--- config.mk ---
export PLATFORM = sky130hd
export DESIGN_NAME = divider_4_bit
export DESIGN_NICKNAME = d
export VERILOG_FILES = /design/src/rtl/arith_pkg.sv /design/src/rtl/subtractor_4_bit.sv /design/src/rtl/divider_4_bit.sv
export SDC_FILE = /design/constraint.sdc
export NUM_CORES = 1
export LEC_CHECK = 0
export ABC_AREA = 1
export CAP_MARGIN = 20
export CORE_UTILIZATION = 30
export DETAILED_ROUTE_END_ITERATION = 6
export PLACE_DENSITY = 0.61
export REMOVE_ABC_BUFFERS = 1
export SLEW_MARGIN = 10
export SYNTH_ARGS = -nofsm -noshare
export SYNTH_HDL_FRONTEND = slang
export SYNTH_SLANG_ARGS = --single-unit
export TNS_END_PERCENT = 20
--- constraint.sdc ---
create_clock -name clk -period 2.3 [get_ports clk]
set_clock_uncertainty 0.2 [all_clocks]
set_input_delay 0.46 -clock clk [delete_from_list [all_inputs] [get_ports clk]]
set_output_delay 0.46 -clock clk [all_outputs]
set_load 0.02 [all_outputs]
--- src/rtl/arith_pkg.sv ---
// Shared constants and types for the small arithmetic datapath (subtractor, divider).
// Width is fixed at 4 bits throughout.
package arith_pkg;

    localparam int ARITH_W = 4;

    localparam logic [1:0] ST_IDLE = 2'd0;
    localparam logic [1:0] ST_RUN  = 2'd1;
    localparam logic [1:0] ST_DONE = 2'd2;

    typedef struct packed {
        logic [ARITH_W-1:0] quo;
        logic [ARITH_W-1:0] rem;
        logic               dz;
    } div_res_t;

endpackage

--- src/rtl/subtractor_4_bit.sv ---
// Combinational 4-bit subtractor: Z = X - Y - Bi, Bf is the borrow out of the MSB.
// Zero latency, no flow control.
module subtractor_4_bit
    import arith_pkg::*;
(
    input  logic [ARITH_W-1:0] X,
    input  logic [ARITH_W-1:0] Y,
    input  logic               Bi,
    output logic [ARITH_W-1:0] Z,
    output logic               Bf
);

    logic [ARITH_W:0] diff;

    // One extra bit catches the borrow as the sign of the widened difference.
    assign diff = {1'b0, X} - {1'b0, Y} - {{ARITH_W{1'b0}}, Bi};
    assign Z    = diff[ARITH_W-1:0];
    assign Bf   = diff[ARITH_W];

endmodule

--- src/rtl/divider_4_bit.sv ---
// Sequential 4-bit unsigned restoring divider, one trial subtraction per clock.
// done follows the accepting edge by 4 clocks (1 for divide-by-zero); start is ignored while busy.
module divider_4_bit
    import arith_pkg::*;
(
    input  logic               clk,
    input  logic               rst,
    input  logic               start,
    input  logic [ARITH_W-1:0] dividend,
    input  logic [ARITH_W-1:0] divisor,
    output logic               busy,
    output logic               done,
    output logic [ARITH_W-1:0] quotient,
    output logic [ARITH_W-1:0] remainder,
    output logic               div_by_zero
);

    logic [1:0]         state_q, state_d;
    logic [ARITH_W-1:0] q_q, q_d;
    logic [ARITH_W-1:0] r_q, r_d;
    logic [ARITH_W-1:0] d_q, d_d;
    logic [1:0]         cnt_q, cnt_d;
    div_res_t           res_q, res_d;

    logic [ARITH_W:0]   s;
    logic [ARITH_W-1:0] z;
    logic               bf;
    logic               ok;
    logic [ARITH_W-1:0] r_next;
    logic [ARITH_W-1:0] q_next;

    // Shifted partial remainder; its 5th bit set means it already exceeds any 4-bit divisor.
    assign s = {r_q, q_q[ARITH_W-1]};

    subtractor_4_bit u_sub (
        .X  (s[ARITH_W-1:0]),
        .Y  (d_q),
        .Bi (1'b0),
        .Z  (z),
        .Bf (bf)
    );

    assign ok     = s[ARITH_W] | ~bf;
    assign r_next = ok ? z : s[ARITH_W-1:0];
    assign q_next = {q_q[ARITH_W-2:0], ok};

    always_comb begin
        state_d = ST_IDLE;
        q_d     = q_q;
        r_d     = r_q;
        d_d     = d_q;
        cnt_d   = cnt_q;
        res_d   = res_q;
        if (state_q == ST_RUN) begin
            state_d = ST_RUN;
            r_d     = r_next;
            q_d     = q_next;
            cnt_d   = cnt_q + 2'd1;
            if (cnt_q == 2'd3) begin
                state_d = ST_DONE;
                res_d   = '{quo: q_next, rem: r_next, dz: 1'b0};
            end
        end else if (start) begin
            // IDLE and DONE both accept a new request, allowing back-to-back operations.
            if (divisor == '0) begin
                state_d = ST_DONE;
                res_d   = '{quo: {ARITH_W{1'b1}}, rem: dividend, dz: 1'b1};
            end else begin
                state_d = ST_RUN;
                q_d     = dividend;
                d_d     = divisor;
                r_d     = '0;
                cnt_d   = 2'd0;
            end
        end
    end

    always_ff @(posedge clk or posedge rst) begin
        if (rst) begin
            state_q <= ST_IDLE;
            q_q     <= '0;
            r_q     <= '0;
            d_q     <= '0;
            cnt_q   <= '0;
            res_q   <= '0;
        end else begin
            state_q <= state_d;
            q_q     <= q_d;
            r_q     <= r_d;
            d_q     <= d_d;
            cnt_q   <= cnt_d;
            res_q   <= res_d;
        end
    end

    assign busy        = (state_q == ST_RUN);
    assign done        = (state_q == ST_DONE);
    assign quotient    = res_q.quo;
    assign remainder   = res_q.rem;
    assign div_by_zero = res_q.dz;

endmodule

==> summary.md <==
| Metric | Value |
|---|---|
| Crit-path max FO | `10` |
| CP startpoint | `state_q[1]` |
| Sequential share of power | `30.9%` |
| Clock network fraction of total power | `10.8%` |
| R2R cell count | `11` |
| Die Area | `4579 sq um` |
| Remaining Overflow, GRT | `0` |
| H-tree depth | `1` |
| CTS Buf Count | `3` |
| Seq/Total Area, Yosys | `48.36%` |
| Hold Worst Slack | `0.2897 ns` |
| #FFs+latches synth | `25` |
| Max Slew Vio Count | `0` |
| Leak | `0.7745 nW` |
| Relative slew slack | `78.18%` |
| Postcts setup bufs | `0` |
| Combinational share of power | `58.4%` |
| Dpl cell area | `1568 sq um` |
| Synth async-reset ratio | `100.0%` |
| Core footprint | `4058 sq um` |
| # diodes | `0` |
| Maximum vdd drop | `0.4170 mV` |
| Vias in the first global route | `983` |
| ANT nets after route | `0` |
| Ports | `22` |
| CTS Buffer Depth | `2` |
| Site row count | `23` |
| WL/cell | `11.61 um` |
| Worst setup path endpoint | `busy` |
| Worst Path Arrival | `1.50 ns` |
| Cells after Synth | `148` |
| Routed via count | `1028` |
| Die width | `67.67 um` |
| Clk_lat worst skew | `0.27 ns` |
| Final WL | `2600 um` |
| Worst Setup Start Kind | `register` |
| Hold buffer count at cts | `0` |
| Mapped cell area | `1294 sq um` |
| Share of post-route cells with drive strength above 1 | `8.046%` |
| Net Sw Frac | `45.06%` |
| Final nets | `192` |
| HPWL Detailed | `1986 um` |
| Post-route cell area | `1613 sq um` |
| Final TNS setup | `0 ns` |
| Worst Setup Path Type | `register to output pin` |
| Hold Path Class | `register to register` |
| Highest clock rate | `462.5 MHz` |
| WP data required | `1.64 ns` |
| Synth cell types | `26` |
| First-pass GRT wire length | `4540 um` |
| Via density per instance | `4.589` |
| Worst reg2reg setup slack | `0.31 ns` |
| PD cells | `1527 nW/um^2` |
| Unrepaired setup endpoints after global routing | `no` |
| Post-place setup slack | `0.2442 ns` |
| Starting density of the core | `31.88%` |
| Root Buffer | `clkbuf_8` |
| Post-Layout Cell Count | `224` |
| P_sw | `1.110 mW` |
| Crit end category | `output pin` |
| PnR worst setup slack | `0.1380 ns` |
| Gr usage total | `13.76%` |
| Fin crit share | `94.00%` |
| Syn_area_per_cell | `8.741 sq um` |
| Die Height | `67.67 um` |
| Outcome | `complete, no violations` |
| Clk slew on worst S/H paths | `0.08 ns` |
| Fin util | `39.75%` |
| CTS resizes | `0` |
| Least-Margin Pin Slew | `0.3261 ns` |
| Iteration-0 DRC Markers | `44` |
| Synth Warn # | `0` |
| PortBufs | `21` |
| DP Cell Count | `220` |
| R2r endpoint | `remainder[0]` |
| Syn-to-layout area delta | `24.66%` |
| Internal | `1.353 mW` |
| Endpoints failing setup | `0` |
| Max-cap viol count | `0` |
| CTS tree | `built` |
| Tmin final | `2.162 ns` |
| Routability Congestion | `0.8010` |
| Pwr Total | `2.463 mW` |
| Initial antenna violation count | `0` |
| Router iterations before antenna repair | `4` |
| Largest net degree at the start of global routing | `26` |
| Synth Flop Type | `dfrtp_1` |
| Reg2reg start | `q_q[3]` |
| EDFF count, synth | `0` |
| DRC errors left | `0` |
| Clock Sinks | `25` |
| Final hold vios | `0` |
==> worst max-delay path: stages, from the launching register on <==
cell and delay, ns:
dfrtp_1 0.37, inv_1 0.10, nand2_4 0.09, clkinv_8 0.08, clkdlybuf4s50_1 0.60
==> cell usage after synthesis, drive strengths merged, types with 2 or more instances <==
library cell | instances | area share [%]
ha | 5 | 4.8
o211ai | 2 | 1.2
nand2 | 39 | 13
o21ai | 10 | 3.9
dfrtp | 25 | 48
nand3 | 8 | 4.4
inv | 19 | 5.9
nor2 | 22 | 7.0
nand3b | 3 | 1.7
a21oi | 5 | 1.9
==> worst min-delay path by stage <==
| stage | from | endpoint | slack, ns | cells past startpoint |
|---|---|---|---|---|
| after detailed placement | cnt_q[0] | cnt_q[0] | 0.28 | 1 |
| after global placement | cnt_q[0] | cnt_q[0] | 0.27 | 1 |
| final | cnt_q[0] | cnt_q[0] | 0.29 | 1 |
| after CTS | cnt_q[0] | cnt_q[0] | 0.29 | 1 |
| after floorplan | cnt_q[0] | cnt_q[0] | 0.25 | 1 |
| after global routing | cnt_q[0] | cnt_q[0] | 0.31 | 1 |
==> state kept, by name, summed over array words and instances (netlist names) <==
| register | flops |
|---|---|
| cnt_q | 2 |
| d_q | 4 |
| q_q | 4 |
| quotient | 4 |
| r_q | 4 |
| state_q | 2 |
| div_by_zero | 1 |
| remainder | 4 |
==> logic make-up (layout without fill, tap and decap cells) <==
group | count (synthesis) | count (layout) | synth area share [%]
AOI/OAI and AO/OA | 21 | 21 | 9.285
adders and majority gates | 6 | 6 | 6.383
DFF | 25 | 25 | 48.36
xor gates and xnor gates | 1 | 1 | 0.6771
buffers and inverters | 21 | 47 | 8.220
and+or+nand+nor | 74 | 74 | 27.08
==> layout make-up <==
| cell class | count | area (sq um) |
|---|---|---|
| well taps | 50 | 62.56 |
| repair buffers | 23 | 225.2 |
| multi-input cells | 102 | 561.8 |
| fillers | 423 | 2445 |
| inverters | 20 | 92.59 |
| clock buffers | 4 | 45.04 |
| flip-flops and latches | 25 | 625.6 |
==> metal layers <==
metal  GRT usage [%]  routed length [um]  up-vias
met1           18.83                1314      472
met2           20.79                1104       27
met4           7.181                  65        0
met3           2.027                 116        5
met5               0                   0        -
li1                -                   -      524
==> power by group through the flow <==
stage,clock (mW),sequential (mW),combinational [mW]
5_1_grt,0.289,0.788,1.62
3_3_place_gp,0,0.770,1.43
3_5_place_dp,0,0.772,1.45
4_1_cts,0.272,0.764,1.46
6_report,0.265,0.760,1.44
2_1_floorplan,0,0.833,0.941
==> cell usage in the layout, fill, tap and decap left out <==
| cell type | instances |
|---|---|
| clkbuf_1 | 1 |
| nor2_1 | 21 |
| clkdlybuf4s50_1 | 21 |
| o21ai_0 | 10 |
| clkbuf_8 | 3 |
| nand3_1 | 6 |
| xnor2_1 | 1 |
| a31oi_1 | 1 |
| nor3_1 | 1 |
| inv_1 | 17 |
| o31ai_1 | 1 |
| inv_2 | 1 |
| ha_1 | 5 |
| fa_1 | 1 |
| dfrtp_1 | 25 |
| a22o_1 | 1 |
| buf_4 | 2 |
| nand3b_1 | 3 |
| a211oi_1 | 1 |
| o211ai_1 | 2 |
| inv_6 | 1 |
| nand2_1 | 36 |
| nand2_4 | 3 |
| nor2_4 | 1 |
| or2_0 | 1 |
| nand3_2 | 1 |
| a21oi_1 | 5 |
| clkinv_8 | 1 |
| nand3_4 | 1 |
Note: power is estimated with default switching activity, not from simulation.
